`src/rtl/user_obi_sample_mover.sv`:
```
// User-domain OBI manager: copies a programmed number of 32-bit words from a
// source to a destination address. Each word is one read followed by one
// write. Transfers can optionally be paced by a one-cycle sample tick.
module user_obi_sample_mover #(
    parameter int unsigned AddrWidth = 32,
    parameter int unsigned DataWidth = 32,
    parameter int unsigned IdWidth   = 1,
    parameter int unsigned CntWidth  = 16
) (
    input  logic                 clk_i,
    input  logic                 rst_ni,
    input  logic                 start_i,
    input  logic [AddrWidth-1:0] src_addr_i,
    input  logic [AddrWidth-1:0] dst_addr_i,
    input  logic                 src_inc_i,
    input  logic                 dst_inc_i,
    input  logic [CntWidth-1:0]  count_i,
    input  logic                 pace_en_i,
    input  logic                 tick_i,
    output logic                 busy_o,
    output logic                 done_o,
    output logic                 err_o,
    output logic                 overrun_o,
    output logic [CntWidth-1:0]  xfer_cnt_o,
    output logic                 obi_req_o,
    input  logic                 obi_gnt_i,
    output logic [AddrWidth-1:0] obi_addr_o,
    output logic                 obi_we_o,
    output logic [3:0]           obi_be_o,
    output logic [DataWidth-1:0] obi_wdata_o,
    output logic [IdWidth-1:0]   obi_aid_o,
    input  logic                 obi_rvalid_i,
    input  logic [DataWidth-1:0] obi_rdata_i,
    input  logic [IdWidth-1:0]   obi_rid_i,
    input  logic                 obi_err_i
);

    typedef enum logic [2:0] {
        IDLE,
        WAIT_TICK,
        RD_REQ,
        RD_RSP,
        WR_REQ,
        WR_RSP,
        DONE
    } state_e;

    state_e               state_q;
    logic [AddrWidth-1:0] src_q;
    logic [AddrWidth-1:0] dst_q;
    logic [AddrWidth-1:0] src_next;
    logic [AddrWidth-1:0] dst_next;
    logic                 src_inc_q;
    logic                 dst_inc_q;
    logic                 pace_q;
    logic                 tick_pending_q;
    logic [CntWidth-1:0]  rem_q;
    logic                 unused_inputs;

    // Word addresses after the current word completes; wrap silently.
    assign src_next = src_inc_q ? src_q + AddrWidth'(4) : src_q;
    assign dst_next = dst_inc_q ? dst_q + AddrWidth'(4) : dst_q;

    // Single outstanding transaction, so the ID is constant and rid is unchecked.
    assign obi_aid_o     = '0;
    assign unused_inputs = ^{src_addr_i[1:0], dst_addr_i[1:0], obi_rid_i};

    // Transfer FSM with registered status and OBI request outputs.
    always_ff @(posedge clk_i or negedge rst_ni) begin
        if (!rst_ni) begin
            state_q        <= IDLE;
            src_q          <= '0;
            dst_q          <= '0;
            src_inc_q      <= 1'b0;
            dst_inc_q      <= 1'b0;
            pace_q         <= 1'b0;
            tick_pending_q <= 1'b0;
            rem_q          <= '0;
            busy_o         <= 1'b0;
            done_o         <= 1'b0;
            err_o          <= 1'b0;
            overrun_o      <= 1'b0;
            xfer_cnt_o     <= '0;
            obi_req_o      <= 1'b0;
            obi_addr_o     <= '0;
            obi_we_o       <= 1'b0;
            obi_be_o       <= '0;
            obi_wdata_o    <= '0;
        end else begin
            done_o <= 1'b0;

            // A tick arriving while the engine is not waiting is queued one deep.
            if (busy_o && tick_i && (state_q != WAIT_TICK)) begin
                if (tick_pending_q) begin
                    overrun_o <= 1'b1;
                end
                tick_pending_q <= 1'b1;
            end

            case (state_q)
                IDLE: begin
                    if (start_i) begin
                        src_q          <= {src_addr_i[AddrWidth-1:2], 2'b00};
                        dst_q          <= {dst_addr_i[AddrWidth-1:2], 2'b00};
                        src_inc_q      <= src_inc_i;
                        dst_inc_q      <= dst_inc_i;
                        pace_q         <= pace_en_i;
                        rem_q          <= count_i;
                        xfer_cnt_o     <= '0;
                        err_o          <= 1'b0;
                        overrun_o      <= 1'b0;
                        tick_pending_q <= 1'b0;
                        busy_o         <= 1'b1;
                        if (count_i == '0) begin
                            state_q <= DONE;
                            done_o  <= 1'b1;
                        end else if (pace_en_i) begin
                            state_q <= WAIT_TICK;
                        end else begin
                            state_q    <= RD_REQ;
                            obi_req_o  <= 1'b1;
                            obi_we_o   <= 1'b0;
                            obi_be_o   <= '1;
                            obi_addr_o <= {src_addr_i[AddrWidth-1:2], 2'b00};
                        end
                    end
                end

                WAIT_TICK: begin
                    if (tick_pending_q || tick_i) begin
                        // Consuming a pending tick while a fresh one arrives keeps the fresh one queued.
                        tick_pending_q <= tick_pending_q & tick_i;
                        state_q        <= RD_REQ;
                        obi_req_o      <= 1'b1;
                        obi_we_o       <= 1'b0;
                        obi_be_o       <= '1;
                        obi_addr_o     <= src_q;
                    end
                end

                RD_REQ: begin
                    if (obi_gnt_i) begin
                        obi_req_o <= 1'b0;
                        state_q   <= RD_RSP;
                    end
                end

                RD_RSP: begin
                    if (obi_rvalid_i) begin
                        obi_wdata_o <= obi_rdata_i;
                        if (obi_err_i) begin
                            err_o   <= 1'b1;
                            done_o  <= 1'b1;
                            state_q <= DONE;
                        end else begin
                            state_q    <= WR_REQ;
                            obi_req_o  <= 1'b1;
                            obi_we_o   <= 1'b1;
                            obi_be_o   <= '1;
                            obi_addr_o <= dst_q;
                        end
                    end
                end

                WR_REQ: begin
                    if (obi_gnt_i) begin
                        obi_req_o <= 1'b0;
                        state_q   <= WR_RSP;
                    end
                end

                WR_RSP: begin
                    if (obi_rvalid_i) begin
                        if (obi_err_i) begin
                            err_o   <= 1'b1;
                            done_o  <= 1'b1;
                            state_q <= DONE;
                        end else begin
                            xfer_cnt_o <= xfer_cnt_o + CntWidth'(1);
                            src_q      <= src_next;
                            dst_q      <= dst_next;
                            rem_q      <= rem_q - CntWidth'(1);
                            if (rem_q == CntWidth'(1)) begin
                                done_o  <= 1'b1;
                                state_q <= DONE;
                            end else if (pace_q) begin
                                state_q <= WAIT_TICK;
                            end else begin
                                state_q    <= RD_REQ;
                                obi_req_o  <= 1'b1;
                                obi_we_o   <= 1'b0;
                                obi_be_o   <= '1;
                                obi_addr_o <= src_next;
                            end
                        end
                    end
                end

                DONE: begin
                    busy_o  <= 1'b0;
                    state_q <= IDLE;
                end

                default: begin
                    state_q <= IDLE;
                end
            endcase
        end
    end

endmodule

```
`config.mk`:
```
export PLATFORM = sky130hd
export DESIGN_NAME = user_obi_sample_mover
export DESIGN_NICKNAME = d
export VERILOG_FILES = /design/src/rtl/user_obi_sample_mover.sv
export SDC_FILE = /design/constraint.sdc
export NUM_CORES = 1
export LEC_CHECK = 0
export BUFFER_PORTS_ARGS = -buffer_cell sky130_fd_sc_hd__buf_4
export CAP_MARGIN = 40
export CORE_MARGIN = 10
export CORE_UTILIZATION = 56
export DETAILED_ROUTE_END_ITERATION = 6
export PLACE_DENSITY_LB_ADDON = 0.05
export SYNTH_ARGS = -nofsm -noshare
export SYNTH_HDL_FRONTEND = slang
export SYNTH_SLANG_ARGS = --single-unit
```
`constraint.sdc`:
```
create_clock -name clk_i -period 2.9 [get_ports clk_i]
set_input_delay 0.58 -clock clk_i [delete_from_list [all_inputs] [get_ports clk_i]]
set_output_delay 0.58 -clock clk_i [all_outputs]
set_load 0.1 [all_outputs]
```
==> impl_metrics.csv, run 1 <==
group,metric,value,unit
timing,slew_violations,0,
timing,layout_min_cycle_time,2.50,ns
drt,viasPerCell,6.57,
status,status,"completed",
final_layout,layout-drive-gt1-share,27.2,%
floorplanning,io_pins,214,
synth,syn_area_per_cell,8.91,µm²
timing,hold_ws,0.0875,ns
cts,cts_tree,"yes",
drt,wl_per_cell,21.5,µm
pwr,p_sw,9.22,mW
global_routing,overflow,0,
timing,finalHoldViolations,0,
cts,cts.repair.resized,0,
final_layout,n_fill_cell,1491,
cts,cts_sinks,169,
timing,tns,0,ns
synth,synth.cell_area,0.0105,mm²
pwr,switching_share,55.1,%
synth,async_flop_share,100,%
job,max-cap-violations,0,
pwr,p_int,7.51,mW
critical_path,worst-setup-path-type,"reg2reg",
synth,synth_edf_count,0,
final_layout,nets,1477,
floorplanning,start_util,57.5,%
cts,cts_made_buffers,17,
pwr,p_leak,5.60,nW
cts,clockBufferDepth,2,
pwr,seqPwrFrac,28.3,%
final_layout,mostFrequentLayoutCell,"buf_4",
cts,worstSkewPairLatency,0.44,ns
timing,fin_skew,0.0107,ns
final_layout,insertedDiodeCount,0,
placement,place.detailed.hpwl,24600,µm
drt,vias,10400,
pwr,power,16.7,mW
worst_hold_path,hold_class,"in2async",
timing,worst_pin_slew,0.743,ns
placement,port_buffers,207,
drt,first_pass_iters,5,
drt,drtIter0Drc,1121,
placement,gp_congestion,0.922,
global_routing,grt_usage,27.0,%
timing,finalSetupViolations,0,
critical_path,critPathLaunchType,"flop",
synth,syn_nets,1304,
cts,post_cts_buffers,0,
pwr,p_per_area,1300,mW/mm²
final_layout,area_growth,23.1,%
timing,rsz0062_at_grt,"no",
synth,seq_area_frac_synth,40.4,%
critical_path,crit_fanout,21,
critical_path,arrival,2.81,ns
synth,synth_ff_type,"dfrtp_1",
critical_path,worst_ep_required_time,3.22,ns
synth,ys_seq_elements,169,
global_routing,grt_antenna_before_repair,1,
timing,relSlewSlack,50.5,%
pwr,power_frac_clock,13.1,%
cts,cts.reportedPaths.clkPinSlew,0.07,ns
synth,ys_types,81,
drt,ant_nets,0,
global_routing,grt_pass1_wl,53700,µm
timing,max_freq,401,MHz
drt,wl,34200,µm
floorplanning,dieArea,0.0246,mm²
synth,synth_warnings,0,
pwr,combPwrFrac,58.5,%
floorplanning,coreArea,0.0182,mm²
cts,root_buffer,"clkbuf_16",
timing,finalWorstSetupSlack,0.404,ns
cts,htreeDepth,4,
final_layout,layout_common_cells,"256 x buf_4, 168 x dfrtp_1, 105 x a21oi_1",
cts,cts_hold_buffers,0,
global_routing,grt_pass1_vias,9812,
floorplanning,rows,49,
floorplanning,die_h,157,µm
critical_path,endpoint_kind,"flop",
pwr,vdd_drop_max,0.000538,V
placement,place_ws,0.286,ns
timing,finalCritPeriodShare,86.1,%
floorplanning,die_w,157,µm
synth,synthCells,1176,
drt,drcViolationCount,0,
global_routing,grt_max_degree,69,
==> power by group through the flow <==
stage                     Clock (mW)  Combinational (mW)  Sequential (mW)
after detailed placement           0                9.72             4.71
after CTS                       2.23                9.74             4.68
after global routing            2.34                10.3             4.89
final                           2.20                9.80             4.74
after floorplan                    0                4.05             7.80
after global placement             0                9.57             4.65
==> routing by layer <==
metal / GRT usage, % / part of all wire, % / vias to the layer above
li1: - / - / 4791
met1: 37.3 / 42 / 4965
met2: 40.5 / 44 / 628
met3: 7.02 / 11 / 59
met4: 8.49 / 1.9 / 2
met5: 0 / 0.038 / -
==> through the flow <==
step                      cell area (µm²)  cells  util, %
after floorplan                     10500   1176        -
after global placement              12300   1559     67.7
after detailed placement            12300   1559     67.7
after CTS                           12900   1591     70.8
after global routing                12900   1591     70.8
final                               12900   1591     70.8
==> critical path: stages, from the launching register on <==
cell,delay (ns)
dfrtp_1,0.59
buf_4,0.36
nor2b_1,0.46
nand3_1,0.12
or4_1,0.39
and3_1,0.19
mux2_2,0.26
==> Yosys cell counts, drive strengths merged, types with 31 or more instances <==
| library cell | count | share of area [%] |
|---|---|---|
| nand2 | 86 | 3.1 |
| a21oi | 105 | 5.0 |
| nand3 | 40 | 1.9 |
| nand4 | 36 | 2.2 |
| mux2 | 58 | 6.4 |
| buf | 53 | 2.7 |
| o21ai | 81 | 3.9 |
| clkbuf | 55 | 2.0 |
| dfrtp | 169 | 40 |
| o22ai | 31 | 1.9 |
| nor3 | 34 | 1.8 |
| nor2 | 84 | 3.0 |
==> area by class of cell <==
cell class	count	area, µm²	area share, %
clock buffer	18	429	3.33
clock inverter	14	138	1.07
multi-input combinational	871	5670	44.0
tap	229	287	2.22
sequential	169	4230	32.8
inverter	28	105	0.815
timing repair buffer	262	2030	15.8
==> registers in the layout, summed over array words and instances (netlist names), 3 cells and up <==
| name | cells |
|---|---|
| dst_q | 30 |
| obi_wdata_o | 32 |
| src_q | 30 |
| state_q | 3 |
| xfer_cnt_o | 16 |
| rem_q | 16 |
| obi_addr_o | 31 |
==> final timing paths <==
path,startpoint,to,slack [ns],depth (start not counted)
max,state_q[0],obi_addr_o[23],0.40,6
min,rst_ni,obi_wdata_o[22],0.09,1
max reg2reg,state_q[0],obi_addr_o[23],0.40,6
min reg2reg,rem_q[11],rem_q[11],0.49,1
max in group asynchronous,rst_ni,src_q[3],2.12,2
min in group clk_i,src_addr_i[5],src_q[5],0.36,3
==> logic make-up (layout without fill, tap and decap cells) <==
family	after synthesis	after routing	synth area share (%)
AO/OA/AOI/OAI	387	387	24.3
XOR/XNOR	16	16	1.34
adder cells (fa/ha/maj)	5	5	0.597
buffers and inverters	136	322	5.71
flip-flops	169	169	40.4
multiplexers	74	74	7.94
other	1	1	0.0358
AND/OR/NAND/NOR	388	388	19.7
No activity file was read; power rests on OpenSTA's default activity.
==> inputs of run 2 (changes only) <==
- ABC_AREA: not set -> 1
==> impl_metrics.csv, run 2 <==
group,metric,value,unit
timing,rsz0062_at_grt,"no",
cts,cts_hold_buffers,0,
placement,placed_area,0.0119,mm²
timing,max_freq,456,MHz
drt,wl_met2,14900,µm
drt,drtIter0Drc,933,
final_layout,n_fill_cell,1557,
synth,syn_nets,1515,
timing,finalHoldViolations,0,
final_layout,reg_top3,"obi_wdata_o x32, obi_addr_o x31",
drt,dr_wl_met3,2570,µm
timing,fin_skew,0.0116,ns
final_layout,multiInputGateArea,0.00517,mm²
global_routing,grt_pass1_wl,50400,µm
cts,post_cts_buffers,0,
synth,synth.cell_area,0.0102,mm²
drt,vias,10400,
timing,finalSetupViolations,0,
final_layout,mostFrequentLayoutCell,"nand2_1",
floorplanning,io_pins,214,
drt,viasPerCell,5.72,
pwr,p_leak,5.97,nW
synth,synthCells,1387,
final_layout,layout_common_cells,"380 x nand2_1, 225 x buf_4, 172 x nor2_1",
global_routing,grt_max_degree,75,
placement,dp.cells,1781,
synth,synth_ff_type,"dfrtp_1",
synth,synth_most_common_cell,"nand2_1",
final_layout,insertedDiodeCount,0,
floorplanning,start_util,56.8,%
timing,relSlewSlack,40.7,%
cts,cts_tree,"yes",
final_layout,register_area,0.00423,mm²
floorplanning,dieArea,0.0240,mm²
drt,wl,31200,µm
drt,first_pass_iters,6,
floorplanning,die_h,155,µm
worst_hold_path,hold_class,"in2async",
synth,ys_types,45,
synth,async_flop_share,100,%
critical_path,arrival,2.55,ns
critical_path,critPathLaunchType,"flop",
cts,htreeDepth,4,
floorplanning,die_w,155,µm
timing,finalCritPeriodShare,75.6,%
synth,synth_top_cell_area_share,41.6,%
drt,drcViolationCount,0,
floorplanning,coreArea,0.0179,mm²
synth,synth_top_cells_by_count,"380 x nand2_1, 172 x nor2_1, 169 x dfrtp_1",
cts,cts.repair.resized,0,
placement,place.detailed.hpwl,22900,µm
synth,synth_warnings,0,
timing,tns,0,ns
cts,cts_sinks,169,
pwr,power,16.0,mW
final_layout,design_area,0.0125,mm²
timing,layout_min_cycle_time,2.19,ns
cts,clockBufferDepth,2,
cts,worstSkewPairLatency,0.44,ns
final_layout,nets,1699,
global_routing,overflow,0,
cts,cts_made_buffers,17,
floorplanning,rows,49,
drt,top_layer,"met4",
drt,wl_per_cell,17.2,µm
final_layout,fin_util,70.0,%
pwr,vdd_drop_max,0.00106,V
final_layout,largest_register_ffs,32,
cts,cts.reportedPaths.clkPinSlew,0.07,ns
final_layout,area_growth,23.2,%
drt,wl_met1,13100,µm
critical_path,worst-setup-path-type,"reg2reg",
global_routing,grt_usage,25.5,%
critical_path,endpoint_kind,"flop",
placement,port_buffers,207,
global_routing,grt_antenna_before_repair,0,
final_layout,layout-drive-gt1-share,20.1,%
synth,yosys-top-cells-area,"dfrtp_1 42%, nand2_1 14%, nor2_1 6.3%, o21ai_0 5.2%, nand3_1 4.8%",
synth,synth_largest_area_cell,"dfrtp_1",
synth,synth_edf_count,0,
final_layout,layout.cells.non_filler,1813,
status,status,"completed",
job,max-cap-violations,0,
drt,ant_nets,0,
global_routing,grt_pass1_vias,9990,
timing,worst_pin_slew,0.889,ns
synth,seq_area_frac_synth,41.6,%
timing,slew_violations,0,
final_layout,largest_register,"obi_wdata_o",
synth,syn_area_per_cell,7.34,µm²
cts,root_buffer,"clkbuf_16",
synth,ys_seq_elements,169,
critical_path,worst_ep_required_time,3.25,ns
critical_path,crit_fanout,24,
placement,gp_congestion,0.920,
pwr,p_per_area,1280,mW/mm²
[run 2: changes by cell type after synthesis, moves of 57 or more]
cell,before,now
nand2_1,86,380
a21oi_1,105,28
inv_1,28,112
nand3_1,40,97
nor2_1,84,172
[run 2: cell families (layout without fill, tap and decap cells)]
family | Yosys count | in the layout | synth area share, %
AOI/OAI and AO/OA | 243 | 243 | 14.4
xor gates and xnor gates | 21 | 21 | 1.81
adders and majority gates | 5 | 5 | 0.615
buffers and inverters | 183 | 380 | 7.64
DFF | 169 | 169 | 41.6
muxes | 32 | 32 | 3.54
other | 1 | 1 | 0.0369
and+or+nand+nor | 733 | 733 | 30.4
[run 2: per-stage QoR]
stage | hold WS [ns] | worst slack [ns]
4_1_cts | 0.0735 | 0.724
3_5_place_dp | 0.462 | 0.676
6_report | 0.0647 | 0.707
2_1_floorplan | 0.284 | 0.871
5_1_grt | 0.0866 | 0.473
3_3_place_gp | 0.458 | 0.711
[run 2: final cells by class]
type | instances | area share [%]
tap | 229 | 2.29
sequential | 169 | 33.7
clock buffer | 17 | 3.39
inverter | 119 | 3.58
multi-input combinational | 1035 | 41.2
clock inverter | 15 | 1.70
timing repair buffer | 229 | 14.0
[run 2: metal layers]
metal | track usage (%) | up-vias
li1 | - | 4976
met1 | 32.9 | 4907
met2 | 41.2 | 432
met3 | 6.10 | 57
met4 | 8.19 | 0
met5 | 0 | -
[run 2: worst paths after layout]
check | startpoint | end | slack [ns] | depth (start not counted)
setup / recovery | state_q[2] | dst_q[22] | 0.71 | 11
hold / removal | rst_ni | obi_addr_o[6] | 0.06 | 1
setup reg to reg | state_q[2] | dst_q[22] | 0.71 | 11
hold reg to reg | obi_req_o | obi_req_o | 0.47 | 2
max in group asynchronous | rst_ni | pace_q | 2.00 | 2
min in group clk_i | obi_rdata_i[18] | obi_wdata_o[18] | 0.36 | 2
[run 2: power breakdown]
| part | internal (mW) | switching, mW |
|---|---|---|
| sequential | 3.38 | 1.02 |
| clock | 1.47 | 1.03 |
| combinational | 2.37 | 6.76 |
| total | 7.22 | 8.81 |
[run 2: critical path, cell delays in order, from the launching register on]
cell and delay [ns]:
dfrtp_1 0.53, inv_4 0.09, nand2_2 0.12, nor2_1 0.07, inv_2 0.05, nand2_1 0.07, inv_2 0.10, nand2_4 0.16
nor2_4 0.30, buf_4 0.32, o21ai_0 0.13, o22ai_1 0.15
==> inputs of run 3 (changes only) <==
- ABC_AREA: 1 -> 0
- clock period: 2.9 -> 2.2 ns (I/O delays scaled with it)
==> impl_metrics.csv, run 3 (synthesis gave the netlist of run 1 again) <==
group,metric,value,unit
timing,slew_violations,0,
final_layout,reg_top3,"obi_wdata_o x32, obi_addr_o x31",
global_routing,busiest_layer,"met2",
cts,root_buffer,"clkbuf_16",
timing,tns,0,ns
pwr,p_per_area,1690,mW/mm²
timing,relSlewSlack,66.2,%
global_routing,grt_pass1_vias,10200,
critical_path,critPathLaunchType,"flop",
timing,hold_ws,0.229,ns
job,max-cap-violations,0,
global_routing,grt_util_met3,4.71,%
floorplanning,io_pins,214,
final_layout,insertedDiodeCount,0,
timing,worst_pin_slew,0.507,ns
timing,layout_min_cycle_time,2.19,ns
final_layout,layout-drive-gt1-share,32.0,%
pwr,p_sw,12.4,mW
final_layout,nets,1550,
pwr,switching_share,53.6,%
final_layout,largest_register_ffs,32,
final_layout,mostFrequentLayoutCell,"buf_4",
critical_path,worst-setup-path-type,"reg2reg",
worst_hold_path,hp-start,"dst_addr_i[30]",
pwr,p_leak,6.03,nW
critical_path,r2r-start,"state_q[2]",
drt,wl_per_cell,21.4,µm
floorplanning,rows,49,
global_routing,grtUsageMet2,42.6,%
cts,htreeDepth,4,
timing,max_freq,457,MHz
final_layout,area_growth,30.7,%
final_layout,layout_common_cells,"312 x buf_4, 160 x dfrtp_1, 103 x a21oi_1",
drt,first_pass_iters,7,
critical_path,endpoint,"obi_addr_o[5]",
placement,gp_congestion,0.947,
drt,viasPerCell,6.50,
global_routing,grt_max_degree,51,
drt,ant_nets,0,
critical_path,worstPathCellList,"buf_4 -> nand3b_1 -> buf_4 -> nor3_4 -> nor4_4 -> buf_6 -> clkbuf_16 -> mux2_2",
worst_hold_path,hold_class,"in2reg",
floorplanning,coreArea,0.0182,mm²
timing,finalSetupViolations,0,
drt,wl,35600,µm
timing,finalHoldViolations,0,
cts,cts_sinks,169,
final_layout,largest_register,"obi_wdata_o",
critical_path,crit_start,"state_q[2]",
critical_path,r2r_end,"obi_addr_o[5]",
floorplanning,die_w,157,µm
floorplanning,start_util,57.5,%
critical_path,slowest_delay,0.45,ns
critical_path,critPathMostFrequentCell,"buf_4",
global_routing,gr-usage-met1,39.2,%
global_routing,grt_antenna_before_repair,0,
status,violations,"design-rule violations",
floorplanning,die_h,157,µm
drt,vias,10800,
cts,clockBufferDepth,2,
critical_path,worst_ep_required_time,2.52,ns
pwr,seqPwrFrac,25.6,%
drt,drcViolationCount,9,
critical_path,rr_worst_depth,8,
timing,fin_skew,0.0151,ns
pwr,p_int,10.8,mW
pwr,vdd_drop_max,0.000852,V
critical_path,endpoint_kind,"flop",
global_routing,overflow,0,
global_routing,grt_usage,27.6,%
status,status,"finished, violations left",
cts,worstSkewPairLatency,0.43,ns
placement,port_buffers,207,
cts,cts.reportedPaths.clkPinSlew,0.07,ns
floorplanning,dieArea,0.0246,mm²
timing,finalCritPeriodShare,99.4,%
critical_path,r2r_slack,0.01,ns
critical_path,crit_fanout,6,
cts,cts_tree,"yes",
global_routing,grt_pass1_wl,55200,µm
drt,drtIter0Drc,1394,
pwr,power_frac_clock,13.1,%
critical_path,arrival,2.50,ns
placement,place.detailed.hpwl,26000,µm
cts,cts_made_buffers,17,
critical_path,crit_slowest_cell,"dfrtp_2",
pwr,combPwrFrac,61.3,%
==> run 3: layout make-up <==
cell class	count	area [µm²]
Clock inverter	14	155
Sequential cell	169	4240
Inverter	28	105
Fill cell	1387	4520
Clock buffer	18	429
Multi-Input combinational cell	871	5710
Tap cell	229	287
Timing Repair Buffer	335	2760
==> run 3: how the worst min path moves through the flow <==
stage / cells past startpoint / endpoint / slack [ns]
after floorplan: 0 / busy_o / 0.14
final: 3 / dst_q[30] / 0.23
after global routing: 3 / src_q[11] / 0.23
after global placement: 1 / xfer_cnt_o[13] / 0.43
after detailed placement: 1 / xfer_cnt_o[13] / 0.43
after CTS: 3 / dst_q[30] / 0.22
==> run 3: per-layer routing <==
| layer | routed length [µm] | vias to the layer above |
|---|---|---|
| li1 | - | 4929 |
| met1 | 15100 | 5209 |
| met2 | 16200 | 637 |
| met3 | 3850 | 45 |
| met4 | 520 | 0 |
| met5 | 0 | - |
==> run 3: power by group through the flow <==
stage | Sequential (mW) | Combinational, mW | Clock [mW]
finish | 5.95 | 14.2 | 3.03
global route | 6.11 | 14.9 | 3.18
CTS | 5.88 | 13.9 | 3.06
detailed placement | 5.92 | 13.8 | 0
global placement | 5.85 | 13.6 | 0
floorplan | 10.3 | 5.34 | 0
==> run 3: per-stage QoR <==
stage	instances	instance area [µm²]	worst slack [ns]	power, mW	util (%)
final	1664	13700	0.0134	23.2	75.2
after global routing	1664	13700	-0.0251	24.2	75.2
after global placement	1621	12900	-0.129	19.4	71.1
after detailed placement	1621	12900	-0.216	19.7	71.1
after floorplan	1176	10500	0.0668	15.6	-
after CTS	1654	13500	0.00769	22.8	74.4
==> run 3: critical path, delay by kind of cell, from the launching register on <==
kind	cells	cell delay [ns]
simple gates	3	0.62
mux	1	0.32
flops	1	0.45
buf+inv	4	0.67
==> run 3: timing repair <==
action | in CTS | in global routing
hold buffers | 1 | 0
setup endpoints to repair | 0 | 31
buffers inserted | 0 | 9
resized for setup | 0 | 14
hold endpoints to repair | 44 | 0
